--- src/rtl/mpu6050_poll_sequencer_if.sv ---
// Transaction bus between the MPU-6050 poll sequencer (master) and the I2C byte engine (slave).
interface mpu6050_poll_sequencer_if;
  logic        run_req;
  logic [6:0]  slave_addr;
  logic        r_en;
  logic [7:0]  reg_addr;
  logic [7:0]  send_data;
  logic [2:0]  num_data;
  logic        end_flag;
  logic        ack_err;
  logic [63:0] rx_data;

  modport master (
    output run_req, slave_addr, r_en, reg_addr, send_data, num_data,
    input  end_flag, ack_err, rx_data
  );

  modport slave (
    input  run_req, slave_addr, r_en, reg_addr, send_data, num_data,
    output end_flag, ack_err, rx_data
  );
endinterface

--- src/rtl/mpu6050_poll_sequencer.sv ---
// MPU-6050 sequencer: power-up wait, three-write init, then periodic accel/gyro burst reads
// with NACK retry, fault latching and poll-overrun reporting.
module mpu6050_poll_sequencer #(
  parameter logic [6:0]  SLAVE_ADDR   = 7'h68,
  parameter logic [15:0] PWRUP_CYCLES = 16'd1200,
  parameter logic [15:0] POLL_DIV     = 16'd1200,
  parameter int unsigned MAX_RETRY    = 2
) (
  input  logic                     clk,
  input  logic                     rst_n,
  input  logic                     poll_en,
  input  logic                     clear_fault,
  mpu6050_poll_sequencer_if.master bus,
  output logic signed [15:0]       accel_x,
  output logic signed [15:0]       accel_y,
  output logic signed [15:0]       accel_z,
  output logic signed [15:0]       gyro_x,
  output logic signed [15:0]       gyro_y,
  output logic signed [15:0]       gyro_z,
  output logic                     sample_valid,
  output logic                     init_done,
  output logic                     fault,
  output logic                     overrun,
  output logic                     busy
);

  typedef enum logic [3:0] {
    S_PWRUP, S_INIT_ISSUE, S_INIT_WAIT, S_IDLE, S_ACC_ISSUE, S_ACC_WAIT,
    S_GYR_ISSUE, S_GYR_WAIT, S_PUBLISH, S_FAULT
  } state_t;

  localparam logic [3:0] RETRY_LIM = 4'(MAX_RETRY);

  state_t      state, state_nxt;
  logic [1:0]  idx;
  logic [3:0]  retry_cnt;
  logic [15:0] pwr_cnt;
  logic [15:0] poll_cnt;
  logic [47:0] acc_shadow;
  logic [7:0]  iss_reg, iss_data;
  logic        iss_rd;
  logic [2:0]  iss_num;
  logic        good_end, nack_end, can_retry, in_wait, in_issue;
  logic        poll_run, poll_tick, pwr_last;
  logic        unused_rx;

  function automatic logic signed [15:0] be16(input logic [7:0] hi, input logic [7:0] lo);
    return signed'({hi, lo});
  endfunction

  assign good_end   = bus.end_flag & ~bus.ack_err;
  assign nack_end   = bus.end_flag &  bus.ack_err;
  assign can_retry  = retry_cnt < RETRY_LIM;
  assign in_wait    = (state == S_INIT_WAIT) || (state == S_ACC_WAIT) || (state == S_GYR_WAIT);
  assign in_issue   = (state == S_INIT_ISSUE) || (state == S_ACC_ISSUE) || (state == S_GYR_ISSUE);
  assign poll_run   = init_done & poll_en;
  assign poll_tick  = poll_run && (poll_cnt == POLL_DIV - 16'd1);
  assign pwr_last   = ({1'b0, pwr_cnt} + 17'd1) >= {1'b0, PWRUP_CYCLES};
  assign busy       = in_issue | in_wait;
  assign fault      = (state == S_FAULT);
  assign bus.slave_addr = SLAVE_ADDR;
  assign unused_rx  = ^bus.rx_data[63:48];

  always_ff @(posedge clk or negedge rst_n) begin
    if (!rst_n) state <= S_PWRUP;
    else        state <= state_nxt;
  end

  always_comb begin
    state_nxt = state;
    iss_reg   = 8'h00;
    iss_data  = 8'h00;
    iss_rd    = 1'b0;
    iss_num   = 3'd1;
    case (state)
      S_PWRUP:      if (pwr_last) state_nxt = S_INIT_ISSUE;
      S_INIT_ISSUE: begin
        state_nxt = S_INIT_WAIT;
        case (idx)
          2'd0:    begin iss_reg = 8'h6B; iss_data = 8'h00; end
          2'd1:    begin iss_reg = 8'h1C; iss_data = 8'h08; end
          default: begin iss_reg = 8'h1B; iss_data = 8'h08; end
        endcase
      end
      S_INIT_WAIT: begin
        if (good_end)      state_nxt = (idx == 2'd2) ? S_IDLE : S_INIT_ISSUE;
        else if (nack_end) state_nxt = can_retry ? S_INIT_ISSUE : S_FAULT;
      end
      S_IDLE:       if (poll_tick) state_nxt = S_ACC_ISSUE;
      S_ACC_ISSUE: begin
        state_nxt = S_ACC_WAIT;
        iss_reg = 8'h3B; iss_rd = 1'b1; iss_num = 3'd6;
      end
      S_ACC_WAIT: begin
        if (good_end)      state_nxt = S_GYR_ISSUE;
        else if (nack_end) state_nxt = can_retry ? S_ACC_ISSUE : S_FAULT;
      end
      S_GYR_ISSUE: begin
        state_nxt = S_GYR_WAIT;
        iss_reg = 8'h43; iss_rd = 1'b1; iss_num = 3'd6;
      end
      S_GYR_WAIT: begin
        if (good_end)      state_nxt = S_PUBLISH;
        else if (nack_end) state_nxt = can_retry ? S_GYR_ISSUE : S_FAULT;
      end
      S_PUBLISH:    state_nxt = S_IDLE;
      S_FAULT:      if (clear_fault) state_nxt = S_INIT_ISSUE;
      default:      state_nxt = S_PWRUP;
    endcase
  end

  always_ff @(posedge clk or negedge rst_n) begin
    if (!rst_n) begin
      bus.run_req   <= 1'b0;
      bus.r_en      <= 1'b0;
      bus.reg_addr  <= 8'h00;
      bus.send_data <= 8'h00;
      bus.num_data  <= 3'd0;
      idx           <= 2'd0;
      retry_cnt     <= 4'd0;
      pwr_cnt       <= 16'd0;
      poll_cnt      <= 16'd0;
      acc_shadow    <= 48'd0;
      accel_x       <= 16'sd0;
      accel_y       <= 16'sd0;
      accel_z       <= 16'sd0;
      gyro_x        <= 16'sd0;
      gyro_y        <= 16'sd0;
      gyro_z        <= 16'sd0;
      sample_valid  <= 1'b0;
      init_done     <= 1'b0;
      overrun       <= 1'b0;
    end else begin
      sample_valid <= 1'b0;
      overrun      <= poll_tick && (state != S_IDLE);

      if (state == S_PWRUP) pwr_cnt <= pwr_cnt + 16'd1;

      if (!poll_run || poll_tick) poll_cnt <= 16'd0;
      else                        poll_cnt <= poll_cnt + 16'd1;

      // Fields latch in ISSUE and stay frozen until the engine reports completion
      if (in_issue) begin
        bus.run_req   <= 1'b1;
        bus.r_en      <= iss_rd;
        bus.reg_addr  <= iss_reg;
        bus.send_data <= iss_data;
        bus.num_data  <= iss_num;
      end

      if (in_wait && bus.end_flag) begin
        bus.run_req <= 1'b0;
        if (!bus.ack_err || !can_retry) retry_cnt <= 4'd0;
        else                            retry_cnt <= retry_cnt + 4'd1;
      end

      if (state == S_INIT_WAIT && good_end) begin
        idx <= (idx == 2'd2) ? 2'd0 : idx + 2'd1;
        if (idx == 2'd2) init_done <= 1'b1;
      end

      if (state == S_ACC_WAIT && good_end) acc_shadow <= bus.rx_data[47:0];

      if (state == S_PUBLISH) begin
        accel_x      <= be16(acc_shadow[7:0],   acc_shadow[15:8]);
        accel_y      <= be16(acc_shadow[23:16], acc_shadow[31:24]);
        accel_z      <= be16(acc_shadow[39:32], acc_shadow[47:40]);
        gyro_x       <= be16(bus.rx_data[7:0],   bus.rx_data[15:8]);
        gyro_y       <= be16(bus.rx_data[23:16], bus.rx_data[31:24]);
        gyro_z       <= be16(bus.rx_data[39:32], bus.rx_data[47:40]);
        sample_valid <= 1'b1;
      end

      if (state_nxt == S_FAULT) begin
        init_done <= 1'b0;
        idx       <= 2'd0;
      end
    end
  end

endmodule

--- src/flat_wrapper.sv ---
// flat-port wrapper written by rule: the top's interface ports become plain ports
module mpu6050_poll_sequencer_flat 
#(
  parameter logic [6:0]  SLAVE_ADDR   = 7'h68,
  parameter logic [15:0] PWRUP_CYCLES = 16'd1200,
  parameter logic [15:0] POLL_DIV     = 16'd1200,
  parameter int unsigned MAX_RETRY    = 2
)
  (clk, rst_n, poll_en, clear_fault, accel_x, accel_y, accel_z, gyro_x, gyro_y, gyro_z, sample_valid, init_done, fault, overrun, busy, bus_run_req, bus_slave_addr, bus_r_en, bus_reg_addr, bus_send_data, bus_num_data, bus_end_flag, bus_ack_err, bus_rx_data);
  mpu6050_poll_sequencer_if bus_i ();
  input  logic clk;
  input  logic rst_n;
  input  logic poll_en;
  input  logic clear_fault;
  output logic signed [15:0] accel_x;
  output logic signed [15:0] accel_y;
  output logic signed [15:0] accel_z;
  output logic signed [15:0] gyro_x;
  output logic signed [15:0] gyro_y;
  output logic signed [15:0] gyro_z;
  output logic sample_valid;
  output logic init_done;
  output logic fault;
  output logic overrun;
  output logic busy;
  output wire logic [$bits(bus_i.run_req)-1:0] bus_run_req;
  output wire logic [$bits(bus_i.slave_addr)-1:0] bus_slave_addr;
  output wire logic [$bits(bus_i.r_en)-1:0] bus_r_en;
  output wire logic [$bits(bus_i.reg_addr)-1:0] bus_reg_addr;
  output wire logic [$bits(bus_i.send_data)-1:0] bus_send_data;
  output wire logic [$bits(bus_i.num_data)-1:0] bus_num_data;
  input wire logic [$bits(bus_i.end_flag)-1:0] bus_end_flag;
  input wire logic [$bits(bus_i.ack_err)-1:0] bus_ack_err;
  input wire logic [$bits(bus_i.rx_data)-1:0] bus_rx_data;
  assign bus_run_req = bus_i.run_req;
  assign bus_slave_addr = bus_i.slave_addr;
  assign bus_r_en = bus_i.r_en;
  assign bus_reg_addr = bus_i.reg_addr;
  assign bus_send_data = bus_i.send_data;
  assign bus_num_data = bus_i.num_data;
  assign bus_i.end_flag = bus_end_flag;
  assign bus_i.ack_err = bus_ack_err;
  assign bus_i.rx_data = bus_rx_data;
  mpu6050_poll_sequencer #(.SLAVE_ADDR(SLAVE_ADDR), .PWRUP_CYCLES(PWRUP_CYCLES), .POLL_DIV(POLL_DIV), .MAX_RETRY(MAX_RETRY)) u_core (.clk(clk), .rst_n(rst_n), .poll_en(poll_en), .clear_fault(clear_fault), .bus(bus_i), .accel_x(accel_x), .accel_y(accel_y), .accel_z(accel_z), .gyro_x(gyro_x), .gyro_y(gyro_y), .gyro_z(gyro_z), .sample_valid(sample_valid), .init_done(init_done), .fault(fault), .overrun(overrun), .busy(busy));
endmodule
--- config.mk ---
export PLATFORM = sky130hd
export DESIGN_NAME = mpu6050_poll_sequencer_flat
export DESIGN_NICKNAME = d
export VERILOG_FILES = /design/src/rtl/mpu6050_poll_sequencer_if.sv /design/src/rtl/mpu6050_poll_sequencer.sv /design/src/flat_wrapper.sv
export SDC_FILE = /design/constraint.sdc
export NUM_CORES = 1
export LEC_CHECK = 0
export BUFFER_PORTS_ARGS = -buffer_cell sky130_fd_sc_hd__buf_2
export CORE_ASPECT_RATIO = 0.75
export CORE_MARGIN = 5
export CORE_UTILIZATION = 25
export DETAILED_ROUTE_END_ITERATION = 10
export PLACE_DENSITY = 0.52
export SETUP_SLACK_MARGIN = 0.05
export SLEW_MARGIN = 25
export SYNTH_ARGS = -nofsm -noshare
export SYNTH_HDL_FRONTEND = slang
export SYNTH_SLANG_ARGS = --single-unit
--- constraint.sdc ---
create_clock -name clk -period 2.8 [get_ports clk]
set_clock_uncertainty 0.05 [all_clocks]
set_input_delay 0.14 -clock clk [delete_from_list [all_inputs] [get_ports clk]]
set_output_delay 0.14 -clock clk [all_outputs]
set_load 0.02 [all_outputs]
==> impl_table.tex, run 1 <==
\begin{tabular}{lr}
\hline
Metric & Value \\
\hline
\multicolumn{2}{l}{\textbf{Run status}} \\
\quad Outcome & finished clean \\
\multicolumn{2}{l}{\textbf{Routing}} \\
\quad Wirelength per Cell & 14.60 um \\
\quad Count of TritonRoute iterations in the first routing pass & 4 \\
\quad Number of DRC markers in iteration 0 & 259 \\
\quad Routed Antenna Nets & 0 \\
\quad DR DRC count & 0 \\
\quad Avg Vias per Cell & 4.216 \\
\quad Via count of the routed design & 5653 \\
\quad Total Wirelength & 19580 um \\
\multicolumn{2}{l}{\textbf{Placement}} \\
\quad Port Buffer Count & 167 \\
\quad Weighted congestion reported at the end of routability-driven placement & 0.7625 \\
\quad HPWL after detailed placement & 13390 um \\
\quad DP Worst Slack & 547.7 ps \\
\multicolumn{2}{l}{\textbf{Global route}} \\
\quad Initial antenna violation count & 0 \\
\quad Global-route total usage across every layer & 10.66\% \\
\quad Global-route wire length before repair & 32200 um \\
\quad GRT Residual Overflow & 0 \\
\quad Via count of the first global-routing pass & 5784 \\
\quad Maximum number of pins on one net before global-route repair & 78 \\
\multicolumn{2}{l}{\textbf{Pwr}} \\
\quad Leakage power figure & 5.447 nW \\
\quad Power per unit of standard cell area & 781.6 nW/um\^{}2 \\
\quad PnR Total Power & 8.561 mW \\
\quad Maximum vdd ir drop & 0.0003994 V \\
\multicolumn{2}{l}{\textbf{CTS}} \\
\quad Clock latency on the worst-skew pair & 440 ps \\
\quad Setup Buffers After CTS & 0 \\
\quad Clock transition at the registers of the reported paths & 80 ps \\
\quad Number of buffers between clock root and the deepest sink & 2 \\
\quad Number of clock sinks & 199 \\
\quad Total clock buffers created by CTS & 17 \\
\quad Root buf cell & sky130\_fd\_sc\_hd\_\_clkbuf\_16 \\
\quad Number of H-tree branching levels & 4 \\
\quad CTS tree & built \\
\quad Number of instances resized during post-cts repair & 0 \\
\multicolumn{2}{l}{\textbf{Floorplanning}} \\
\quad Initial standard-cell utilization of the core & 25.29\% \\
\quad Area of the core & 33450 sq um \\
\quad Area enclosed by the die boundary & 37660 sq um \\
\quad Vert. Die Dim & 169.3 um \\
\quad Count of pins on the block boundary & 199 \\
\quad Number of cell rows & 58 \\
\quad Die Width & 222.4 um \\
\multicolumn{2}{l}{\textbf{Worst setup path}} \\
\quad Largest stage delay on the critical path & 760 ps \\
\quad Cell at the slowest stage of the critical path & sky130\_fd\_sc\_hd\_\_dfrtp\_1 \\
\quad Required @ worst endpoint & 3130 ps \\
\quad Crit path kind & reg -> reg \\
\quad Largest fanout on the critical path & 18 \\
\quad Arrival time at the worst endpoint & 2650 ps \\
\quad Cell Chain, Critical Path & inv\_1 -> or4\_1 -> nand2\_1 -> dlygate4sd3\_1 \\
\quad Crit end category & register \\
\quad Type of element launching the critical path & register \\
\multicolumn{2}{l}{\textbf{STA}} \\
\quad Final hold viol count & 0 \\
\quad Setup total negative slack & 0 ps \\
\quad Period utilisation layout & 82.76\% \\
\quad Final WS setup & 482.6 ps \\
\quad RSZ-0062 raised after global routing & false \\
\quad Timing-limited maximum frequency & 431.5 MHz \\
\quad Min Tclk post-route & 2317 ps \\
\quad Worst hold slack after final layout & 116.2 ps \\
\quad Transition time of the tightest slew-check pin & 677.5 ps \\
\quad Slew headroom & 54.84\% \\
\quad Max-slew violation total from the final report & 0 \\
\quad Number of setup violations in the final report & 0 \\
\multicolumn{2}{l}{\textbf{Cells and area}} \\
\quad Register area & 4980 sq um \\
\quad Most used cells in the layout excluding fill and tap cells & sky130\_fd\_sc\_hd\_\_dfrtp\_1 (199), sky130\_fd\_sc\_hd\_\_buf\_2 (166), sky130\_fd\_sc\_hd\_\_mux2\_2 (146) \\
\quad Commonest non-fill, non-tap cell in the layout & sky130\_fd\_sc\_hd\_\_dfrtp\_1 \\
\quad Synth-to-Final Area Change & 29.47\% \\
\quad Area taken by multi-input logic gates & 3221 sq um \\
\quad Number of diodes added for antenna fixing & 0 \\
\quad Layout filler cell count & 3374 \\
\quad Final Net Count & 952 \\
\quad Share of post-route cells with drive strength above 1 & 41.64\% \\
\multicolumn{2}{l}{\textbf{Synth}} \\
\quad Leading post-synthesis cells by cell area & sky130\_fd\_sc\_hd\_\_dfrtp\_1 (59\%), sky130\_fd\_sc\_hd\_\_mux2\_2 (19\%), sky130\_fd\_sc\_hd\_\_nor2\_1 (2.1\%) \\
\quad Synthesized area per cell & 12.92 sq um \\
\quad Post-Syn Instances & 655 \\
\quad Flop and latch count out of synthesis & 199 \\
\quad Number of flops mapped to enable cells by yosys & 0 \\
\quad Post-synthesis sequential area ratio & 58.86\% \\
\quad Warning count from the yosys run & 0 \\
\quad Mapped cell area & 8461 sq um \\
\quad Synth unique cells & 55 \\
\quad Top-area cell type share of the netlist area & 58.86\% \\
\quad Fraction of synthesis flops using an asynchronous set or reset pin & 100.0\% \\
\quad Cell taking the most area after synthesis & sky130\_fd\_sc\_hd\_\_dfrtp\_1 \\
\quad Most frequently used flop master after synthesis & sky130\_fd\_sc\_hd\_\_dfrtp\_1 \\
\multicolumn{2}{l}{\textbf{Hold path}} \\
\quad Hold crit path type & in -> reg \\
\multicolumn{2}{l}{\textbf{Job}} \\
\quad Max-capacitance violation count & 0 \\
\hline
\end{tabular}
## cell usage after synthesis, types with 2 or more instances
master and count:
sky130_fd_sc_hd__a21o_1 4, sky130_fd_sc_hd__nand2b_1 4, sky130_fd_sc_hd__buf_2 17, sky130_fd_sc_hd__a21oi_1 14
sky130_fd_sc_hd__ha_1 4, sky130_fd_sc_hd__xnor2_1 12, sky130_fd_sc_hd__and2_1 3, sky130_fd_sc_hd__buf_6 2
sky130_fd_sc_hd__nor4_1 3, sky130_fd_sc_hd__conb_1 2, sky130_fd_sc_hd__dfrtp_1 199, sky130_fd_sc_hd__or3_1 2
sky130_fd_sc_hd__nor2_1 48, sky130_fd_sc_hd__nor4b_1 3, sky130_fd_sc_hd__buf_4 19, sky130_fd_sc_hd__buf_1 2
sky130_fd_sc_hd__mux2_2 146, sky130_fd_sc_hd__nand2_1 40, sky130_fd_sc_hd__nand4_1 9, sky130_fd_sc_hd__nor3_1 16
sky130_fd_sc_hd__o21ai_1 2, sky130_fd_sc_hd__o21ai_0 15, sky130_fd_sc_hd__xor2_1 19, sky130_fd_sc_hd__nor4_4 2
sky130_fd_sc_hd__o22ai_1 2, sky130_fd_sc_hd__nand3_1 18, sky130_fd_sc_hd__nor2b_1 2, sky130_fd_sc_hd__inv_1 10
sky130_fd_sc_hd__clkbuf_1 6, sky130_fd_sc_hd__o32ai_1 3, sky130_fd_sc_hd__a31oi_1 2, sky130_fd_sc_hd__a211oi_1 2
## through the flow
stage	utilization [%]	std cells	cell area, sq um
floorplan	-	668	8509
global placement	29.33	1256	9811
detailed placement	29.33	1256	9811
CTS	32.74	1341	10950
global route	32.74	1341	10950
finish	32.74	1341	10950
## layout make-up
cell class	count	share of cell area, %
clock buffer	17	3.883
clock inverter	15	1.713
multi-input combinational	413	29.40
timing repair buffer	237	14.06
inverter	10	0.3427
sequential	199	45.46
tap	450	5.140
## worst max-delay path: cells and delay by family (launching register included)
kind | cells | cell delay, ps
buf+inv | 2 | 790
flops | 1 | 760
simple gates | 2 | 650
## repair_timing
action,in CTS,in global routing
hold endpoints to repair,170,0
endpoints found under the setup margin,0,0
hold buffers,53,0
## worst paths after layout
check,startpoint,end,slack (ps),cells past startpoint
max in group asynchronous,rst_n,u_core.gyro_z[5],1690,3
worst max-delay path,u_core.state[3],u_core.state[3],480,4
min in group asynchronous,rst_n,u_core.bus.reg_addr[5],240,2
worst min-delay path,bus_end_flag,u_core.bus.run_req,120,4
worst max register to register,u_core.state[3],u_core.state[3],480,4
worst min register to register,u_core.pwr_cnt[15],u_core.pwr_cnt[15],430,1
## power breakdown
group	switching (mW)	internal, mW	total [mW]	leakage, nW
clock network	1.25	1.29	2.53	0.298
logic	1.33	0.966	2.30	2.48
registers	0.389	3.34	3.73	2.67
## registers in the layout, summed over array words and instances, names as in the netlist, 16 cells and up
| name | flops |
|---|---|
| u_core.accel_z | 16 |
| u_core.accel_x | 16 |
| u_core.accel_y | 16 |
| u_core.gyro_x | 16 |
| u_core.gyro_z | 16 |
| u_core.gyro_y | 16 |
| u_core.pwr_cnt | 16 |
| u_core.poll_cnt | 16 |
| u_core.acc_shadow | 48 |
## cells by family (layout without fill, tap and decap cells)
| kind of cell | Yosys count | after routing | share of synthesized area (%) |
|---|---|---|---|
| flops | 199 | 199 | 58.86 |
| compound gates | 52 | 52 | 3.801 |
| buf+inv | 56 | 279 | 3.756 |
| mux | 148 | 148 | 19.68 |
| fa+ha+maj | 5 | 5 | 0.7099 |
| other cells | 2 | 15 | 0.08876 |
| xor+xnor | 31 | 31 | 3.209 |
| simple gates | 162 | 162 | 9.894 |
## routing by layer
layer,part of all wire [%],wire length [um],vias to the layer above,global-route usage (%)
met3,6.3,1227,13,3.822
met5,0,0,-,0
met2,45,8794,119,15.89
li1,-,-,2719,-
met1,48,9328,2802,14.71
met4,1.2,233,0,3.115
(Power assumes the default switching activity.)
==> run 2: changes to the inputs <==
==> constraint.sdc (replaced) <==
create_clock -name clk -period 2.35 [get_ports clk]
set_clock_uncertainty 0.05 [all_clocks]
set_input_delay 0.1175 -clock clk [delete_from_list [all_inputs] [get_ports clk]]
set_output_delay 0.1175 -clock clk [all_outputs]
set_load 0.02 [all_outputs]
==> run 2 against run 1 <==
Effect of this change:
- via count grew 0.34%
- global-route usage grew 0.11 points
- power grew 19%
- sequential share of layout area shrank 0.28 points
- non-clock buffer count grew 8
- clock-buffer cell count grew 1
- design area grew 0.63%
- wire length grew 1.3%
- flip-flop and latch count is the same
- combinational power grew 27%
- largest cell class unchanged
- largest power group unchanged
- highest routed layer unchanged
==> impl_table.tex, run 2 (same netlist as run 1, synthesis figures left out) <==
\begin{tabular}{lr}
\hline
Metric & Value \\
\hline
\multicolumn{2}{l}{\textbf{Routing}} \\
\quad Count of TritonRoute iterations in the first routing pass & 4 (unchanged) \\
\quad DR DRC count & 0 (unchanged) \\
\quad Routed Antenna Nets & 0 (unchanged) \\
\quad Wirelength per Cell & 14.71 um (was 14.60 um) \\
\quad Total Wirelength & 19840 um (was 19580 um) \\
\quad Via count of the routed design & 5672 (was 5653) \\
\quad Avg Vias per Cell & 4.205 (was 4.216) \\
\quad Number of DRC markers in iteration 0 & 340 (was 259) \\
\multicolumn{2}{l}{\textbf{Placement}} \\
\quad DP Worst Slack & 131.8 ps (was 547.7 ps) \\
\quad HPWL after detailed placement & 13730 um (was 13390 um) \\
\quad Port Buffer Count & 167 (unchanged) \\
\quad Weighted congestion reported at the end of routability-driven placement & 0.8186 (was 0.7625) \\
\multicolumn{2}{l}{\textbf{Cells and area}} \\
\quad Commonest non-fill, non-tap cell in the layout & sky130\_fd\_sc\_hd\_\_dfrtp\_1 (unchanged) \\
\quad Largest register FFs & 48 (unchanged) \\
\quad Number of diodes added for antenna fixing & 0 (unchanged) \\
\quad Share of post-route cells with drive strength above 1 & 42.27\% (was 41.64\%) \\
\quad Synth-to-Final Area Change & 30.29\% (was 29.47\%) \\
\quad Most used cells in the layout excluding fill and tap cells & sky130\_fd\_sc\_hd\_\_dfrtp\_1 (199), sky130\_fd\_sc\_hd\_\_buf\_2 (166), sky130\_fd\_sc\_hd\_\_mux2\_2 (146) (unchanged) \\
\quad Final Net Count & 960 (was 952) \\
\quad Top register by number of flip-flops & u\_core.acc\_shadow (unchanged) \\
\multicolumn{2}{l}{\textbf{Global route}} \\
\quad Global-route wire length before repair & 32550 um (was 32200 um) \\
\quad Via count of the first global-routing pass & 5727 (was 5784) \\
\quad GRT Residual Overflow & 0 (unchanged) \\
\quad Routing layer with the top usage in global route & met2 (unchanged) \\
\quad Maximum number of pins on one net before global-route repair & 77 (was 78) \\
\quad Initial antenna violation count & 0 (unchanged) \\
\quad Met2 capacity usage during global routing & 15.98\% (was 15.89\%) \\
\quad M1 GR Usage & 14.76\% (was 14.71\%) \\
\quad M3 GR Usage & 3.977\% (was 3.822\%) \\
\quad Global-route total usage across every layer & 10.77\% (was 10.66\%) \\
\multicolumn{2}{l}{\textbf{Worst setup path}} \\
\quad Largest fanout on the critical path & 5 (was 18) \\
\quad Crit end category & register (unchanged) \\
\quad Required @ worst endpoint & 2640 ps (was 3130 ps) \\
\quad Crit path kind & reg -> reg (unchanged) \\
\quad Type of element launching the critical path & register (unchanged) \\
\quad Setup crit start & u\_core.pwr\_cnt[1] (was u\_core.state[3]) \\
\quad Arrival time at the worst endpoint & 2460 ps (was 2650 ps) \\
\quad Reg2Reg Depth & 7 (was 4) \\
\quad Endpoint of the lowest-slack register-to-register path & u\_core.state[0] (was u\_core.state[3]) \\
\quad Worst reg-to-reg setup slack & 190 ps (was 480 ps) \\
\quad Worst R2R Start & u\_core.pwr\_cnt[1] (was u\_core.state[3]) \\
\multicolumn{2}{l}{\textbf{Pwr}} \\
\quad Power per unit of standard cell area & 925.6 nW/um\^{}2 (was 781.6 nW/um\^{}2) \\
\quad Maximum vdd ir drop & 0.0005789 V (was 0.0003994 V) \\
\quad Leakage power figure & 5.491 nW (was 5.447 nW) \\
\quad Switch share & 34.15\% (was 34.66\%) \\
\quad Cell Int Power & 6.718 mW (was 5.594 mW) \\
\quad Clock power share & 28.7\% (was 29.6\%) \\
\quad Sequential power share & 42.7\% (was 43.6\%) \\
\quad Relative contribution of combinational cells to total power & 28.5\% (was 26.8\%) \\
\quad P\_sw & 3.484 mW (was 2.967 mW) \\
\multicolumn{2}{l}{\textbf{Run status}} \\
\quad Outcome & finished clean (unchanged) \\
\multicolumn{2}{l}{\textbf{CTS}} \\
\quad Root buf cell & sky130\_fd\_sc\_hd\_\_clkbuf\_16 (unchanged) \\
\quad Number of buffers between clock root and the deepest sink & 2 (unchanged) \\
\quad Total clock buffers created by CTS & 17 (unchanged) \\
\quad Number of H-tree branching levels & 4 (unchanged) \\
\quad Number of clock sinks & 199 (unchanged) \\
\quad Clock latency on the worst-skew pair & 450 ps (was 440 ps) \\
\quad Setup Buffers After CTS & 0 (unchanged) \\
\quad CTS tree & built (unchanged) \\
\quad Clock transition at the registers of the reported paths & 70 ps (was 80 ps) \\
\multicolumn{2}{l}{\textbf{Floorplanning}} \\
\quad Number of cell rows & 58 (unchanged) \\
\quad Die Width & 222.4 um (unchanged) \\
\quad Count of pins on the block boundary & 199 (unchanged) \\
\quad Area enclosed by the die boundary & 37660 sq um (unchanged) \\
\quad Initial standard-cell utilization of the core & 25.29\% (unchanged) \\
\quad Vert. Die Dim & 169.3 um (unchanged) \\
\quad Area of the core & 33450 sq um (unchanged) \\
\multicolumn{2}{l}{\textbf{STA}} \\
\quad Slew headroom & 60.92\% (was 54.84\%) \\
\quad Final hold viol count & 0 (unchanged) \\
\quad Timing-limited maximum frequency & 462.1 MHz (was 431.5 MHz) \\
\quad Period utilisation layout & 92.08\% (was 82.76\%) \\
\quad Number of setup violations in the final report & 0 (unchanged) \\
\quad Transition time of the tightest slew-check pin & 584.6 ps (was 677.5 ps) \\
\quad Max-slew violation total from the final report & 0 (unchanged) \\
\quad Setup total negative slack & 0 ps (unchanged) \\
\quad Worst hold slack after final layout & 57.21 ps (was 116.2 ps) \\
\quad Min Tclk post-route & 2164 ps (was 2317 ps) \\
\quad Final WS setup & 186.0 ps (was 482.6 ps) \\
\quad RSZ-0062 raised after global routing & false (unchanged) \\
\multicolumn{2}{l}{\textbf{Hold path}} \\
\quad Hold crit path type & in -> async (was in -> reg) \\
\multicolumn{2}{l}{\textbf{Job}} \\
\quad Max-capacitance violation count & 0 (unchanged) \\
\hline
\end{tabular}
[run 2: changes by cell type in the layout (fill, tap and decap cells not counted)]
cell	delta
sky130_fd_sc_hd__a2111oi_1	-1
sky130_fd_sc_hd__a2111oi_2	+1
sky130_fd_sc_hd__buf_12	+3
sky130_fd_sc_hd__buf_4	+5
sky130_fd_sc_hd__clkbuf_8	+1
sky130_fd_sc_hd__clkinv_2	+2
sky130_fd_sc_hd__clkinv_4	+1
sky130_fd_sc_hd__clkinv_8	-4
sky130_fd_sc_hd__clkinvlp_4	+1
sky130_fd_sc_hd__inv_6	-1
[run 2: power by group through the flow]
stage	registers (mW)	clock network, mW	logic (mW)
after detailed placement	4.42	0	2.87
after global placement	4.41	0	2.84
final	4.36	2.93	2.91
after floorplan	4.94	0	1.31
after CTS	4.36	3.06	2.95
after global routing	4.45	3.20	3.18
[run 2: layout make-up]
class                   instances  area [sq um]
inverters                      10         37.54
repair buffers                245          1638
flip-flops and latches        199          4980
clock buffers                  18         439.2
fillers                      3373         22430
well taps                     450         563.0
clock inverters                14         140.1
multi-input cells             413          3226
[run 2: critical path: stages (launching register included)]
cell                        delay, ps
sky130_fd_sc_hd__dfrtp_1          410
sky130_fd_sc_hd__ha_1             200
sky130_fd_sc_hd__nand4_1          130
sky130_fd_sc_hd__nor3_1           220
sky130_fd_sc_hd__mux2_2           360
sky130_fd_sc_hd__a2111oi_2        370
sky130_fd_sc_hd__o21ai_1          130
sky130_fd_sc_hd__a21o_1           190
[run 2: timing repair]
item                       4_1_cts  5_1_grt
setup endpoints to repair        0        1
hold endpoints to repair       299        0
resized for setup                0        1
hold buffers                    53        0
[run 2: per-layer routing]
metal	routed length, um	vias up
met5	0	-
met4	260	0
met3	1240	15
met2	8891	122
met1	9448	2799
li1	-	2736
[run 2: per-stage QoR]
stage	util, %	cell area [sq um]	total power, mW	std cells
3_5_place_dp	29.62	9908	7.292	1264
6_report	32.95	11020	10.20	1349
2_1_floorplan	-	8509	6.252	668
3_3_place_gp	29.62	9908	7.254	1264
5_1_grt	32.95	11020	10.83	1349
4_1_cts	32.93	11020	10.38	1349
[run 2: worst max-delay path by stage]
stage          cells after the start               to  slack (ps)
2_1_floorplan                      7  u_core.state[0]         160
3_3_place_gp                       7  u_core.state[0]          40
3_5_place_dp                       7  u_core.state[0]         130
4_1_cts                            7  u_core.state[0]         110
5_1_grt                            7  u_core.state[0]          50
6_report                           7  u_core.state[0]         190
==> run 3: changes to the inputs <==
--- a/config.mk
+++ b/config.mk
@@ -10,6 +10,7 @@
 export CORE_MARGIN = 5
 export CORE_UTILIZATION = 25
 export DETAILED_ROUTE_END_ITERATION = 10
+export MAX_ROUTING_LAYER = met4
 export PLACE_DENSITY = 0.52
 export SETUP_SLACK_MARGIN = 0.05
 export SLEW_MARGIN = 25
==> run 3 against run 2 <==
Effect of this change:
- register-to-register slack is essentially flat
- wire length about the same
- non-clock buffer count unchanged
- critical path type unchanged
- critical endpoint unchanged
==> impl_table.tex, run 3 (same netlist as run 1, synthesis figures left out) <==
\begin{tabular}{lr}
\hline
Metric & Value \\
\hline
\multicolumn{2}{l}{\textbf{Cells and area}} \\
\quad Commonest non-fill, non-tap cell in the layout & sky130\_fd\_sc\_hd\_\_dfrtp\_1 (unchanged) \\
\quad Largest register FFs & 48 (unchanged) \\
\quad Core occupancy in the finished layout & 32.95\% (unchanged) \\
\quad Final Net Count & 960 (unchanged) \\
\quad Synth-to-Final Area Change & 30.29\% (unchanged) \\
\quad Share of post-route cells with drive strength above 1 & 42.27\% (unchanged) \\
\quad Register area & 4980 sq um (unchanged) \\
\quad Area taken by multi-input logic gates & 3226 sq um (unchanged) \\
\quad Top register by number of flip-flops & u\_core.acc\_shadow (unchanged) \\
\quad Layout filler cell count & 3373 (unchanged) \\
\quad Number of diodes added for antenna fixing & 0 (unchanged) \\
\quad Most used cells in the layout excluding fill and tap cells & sky130\_fd\_sc\_hd\_\_dfrtp\_1 (199), sky130\_fd\_sc\_hd\_\_buf\_2 (166), sky130\_fd\_sc\_hd\_\_mux2\_2 (146) (unchanged) \\
\multicolumn{2}{l}{\textbf{Worst setup path}} \\
\quad Cell at the slowest stage of the critical path & sky130\_fd\_sc\_hd\_\_dfrtp\_1 (unchanged) \\
\quad Cell Chain, Critical Path & ha\_1 -> nand4\_1 -> nor3\_1 -> mux2\_2 -> a2111oi\_2 -> o21ai\_1 -> a21o\_1 (unchanged) \\
\quad Crit path kind & reg -> reg (unchanged) \\
\quad Largest fanout on the critical path & 5 (unchanged) \\
\quad Required @ worst endpoint & 2640 ps (about the same) \\
\quad Type of element launching the critical path & register (unchanged) \\
\quad Arrival time at the worst endpoint & 2450 ps (was 2460 ps) \\
\quad Kind of cell adding the most delay to the critical path & compound AO/OA/AOI/OAI gates (unchanged) \\
\quad Worst Path Buf+Inv & 0 (unchanged) \\
\quad Largest stage delay on the critical path & 410 ps (about the same) \\
\quad Crit end category & register (unchanged) \\
\multicolumn{2}{l}{\textbf{Placement}} \\
\quad Port Buffer Count & 167 (unchanged) \\
\quad Weighted congestion reported at the end of routability-driven placement & 0.8309 (was 0.8186) \\
\quad HPWL after detailed placement & 13730 um (unchanged) \\
\multicolumn{2}{l}{\textbf{STA}} \\
\quad RSZ-0062 raised after global routing & false (unchanged) \\
\quad Number of setup violations in the final report & 0 (unchanged) \\
\quad Transition time of the tightest slew-check pin & 584.3 ps (was 584.6 ps) \\
\quad Min Tclk post-route & 2162 ps (was 2164 ps) \\
\quad Timing-limited maximum frequency & 462.5 MHz (was 462.1 MHz) \\
\quad Max-slew violation total from the final report & 0 (unchanged) \\
\quad Period utilisation layout & 92.01\% (was 92.08\%) \\
\quad Worst hold slack after final layout & 61.22 ps (was 57.21 ps) \\
\quad Slew headroom & 60.94\% (was 60.92\%) \\
\quad Setup total negative slack & 0 ps (unchanged) \\
\quad Final hold viol count & 0 (unchanged) \\
\multicolumn{2}{l}{\textbf{Routing}} \\
\quad Total Wirelength & 19840 um (about the same) \\
\quad Count of TritonRoute iterations in the first routing pass & 4 (unchanged) \\
\quad Routed Antenna Nets & 0 (unchanged) \\
\quad Wirelength per Cell & 14.71 um (about the same) \\
\quad Avg Vias per Cell & 4.195 (was 4.205) \\
\quad DR DRC count & 0 (unchanged) \\
\quad Number of DRC markers in iteration 0 & 342 (was 340) \\
\quad Via count of the routed design & 5659 (was 5672) \\
\multicolumn{2}{l}{\textbf{Pwr}} \\
\quad Maximum vdd ir drop & 0.0005788 V (was 0.0005789 V) \\
\quad PnR Total Power & 10.20 mW (about the same) \\
\quad Power per unit of standard cell area & 925.5 nW/um\^{}2 (was 925.6 nW/um\^{}2) \\
\quad Leakage power figure & 5.491 nW (unchanged) \\
\multicolumn{2}{l}{\textbf{Hold path}} \\
\quad Hold crit path type & in -> async (unchanged) \\
\multicolumn{2}{l}{\textbf{Global route}} \\
\quad Global-route wire length before repair & 32600 um (was 32550 um) \\
\quad GRT Residual Overflow & 0 (unchanged) \\
\quad Maximum number of pins on one net before global-route repair & 77 (unchanged) \\
\quad Initial antenna violation count & 0 (unchanged) \\
\quad Via count of the first global-routing pass & 5716 (was 5727) \\
\quad Global-route total usage across every layer & 11.11\% (was 10.77\%) \\
\multicolumn{2}{l}{\textbf{CTS}} \\
\quad Number of buffers between clock root and the deepest sink & 2 (unchanged) \\
\quad Root buf cell & sky130\_fd\_sc\_hd\_\_clkbuf\_16 (unchanged) \\
\quad Clock transition at the registers of the reported paths & 70 ps (about the same) \\
\quad Number of H-tree branching levels & 4 (unchanged) \\
\quad Clock latency on the worst-skew pair & 450 ps (about the same) \\
\quad Total clock buffers created by CTS & 17 (unchanged) \\
\quad Setup Buffers After CTS & 0 (unchanged) \\
\quad CTS tree & built (unchanged) \\
\quad Number of clock sinks & 199 (unchanged) \\
\multicolumn{2}{l}{\textbf{Floorplanning}} \\
\quad Die Width & 222.4 um (unchanged) \\
\quad Initial standard-cell utilization of the core & 25.29\% (unchanged) \\
\quad Area enclosed by the die boundary & 37660 sq um (unchanged) \\
\quad Vert. Die Dim & 169.3 um (unchanged) \\
\quad Area of the core & 33450 sq um (unchanged) \\
\quad Number of cell rows & 58 (unchanged) \\
\quad Count of pins on the block boundary & 199 (unchanged) \\
\multicolumn{2}{l}{\textbf{Job}} \\
\quad Max-capacitance violation count & 0 (unchanged) \\
\multicolumn{2}{l}{\textbf{Run status}} \\
\quad Outcome & finished clean (unchanged) \\
\hline
\end{tabular}
## run 3: worst reg2reg max path: stages (launching register included)
cell and delay [ps]:
sky130_fd_sc_hd__dfrtp_1 410, sky130_fd_sc_hd__ha_1 200, sky130_fd_sc_hd__nand4_1 130, sky130_fd_sc_hd__nor3_1 220
sky130_fd_sc_hd__mux2_2 360, sky130_fd_sc_hd__a2111oi_2 370, sky130_fd_sc_hd__o21ai_1 130, sky130_fd_sc_hd__a21o_1 190
## run 3: routing by layer
layer	GRT usage, %	vias to the layer above	wire, um
met5	-	-	0
met4	3.355	0	267
met3	3.839	15	1209
met2	15.92	128	8904
met1	14.92	2781	9460
li1	-	2735	-
## run 3: repair_timing
item,in CTS,in global routing
setup endpoints to repair,0,1
hold buffers,53,0
hold endpoints to repair,299,0
gates resized for setup,0,1
## run 3: area by class of cell
cell class | instances | share of cell area [%]
multi-input cells | 413 | 29.26
clock buffers | 18 | 3.984
well taps | 450 | 5.108
clock inverters | 14 | 1.271
repair buffers | 245 | 14.86
flip-flops and latches | 199 | 45.18
inverters | 10 | 0.3405
## run 3: worst paths after layout
check,startpoint,endpoint,slack [ps],depth (start not counted)
setup reg to reg,u_core.pwr_cnt[1],u_core.state[0],190,7
hold reg to reg,u_core.retry_cnt[2],u_core.retry_cnt[2],440,2
max in group asynchronous,rst_n,u_core.gyro_y[15],1440,3
setup / recovery,u_core.pwr_cnt[1],u_core.state[0],190,7
hold / removal,rst_n,u_core.bus.reg_addr[3],60,2
min in group clk,bus_rx_data[44],u_core.gyro_z[4],400,3
## run 3: per-stage QoR
| step | setup WS [ps] | area, sq um | instances |
|---|---|---|---|
| global placement | 38.08 | 9908 | 1264 |
| global route | 51.60 | 11020 | 1349 |
| detailed placement | 131.8 | 9908 | 1264 |
| finish | 187.7 | 11020 | 1349 |
| floorplan | 155.6 | 8509 | 668 |
| CTS | 108.0 | 11020 | 1349 |
## run 3: where the power goes
part / leakage [nW] / internal [mW] / switching [mW]
clock: 0.285 / 1.52 / 1.41
combinational: 2.54 / 1.22 / 1.70
sequential: 2.67 / 3.98 / 0.376
total: 5.49 / 6.72 / 3.48
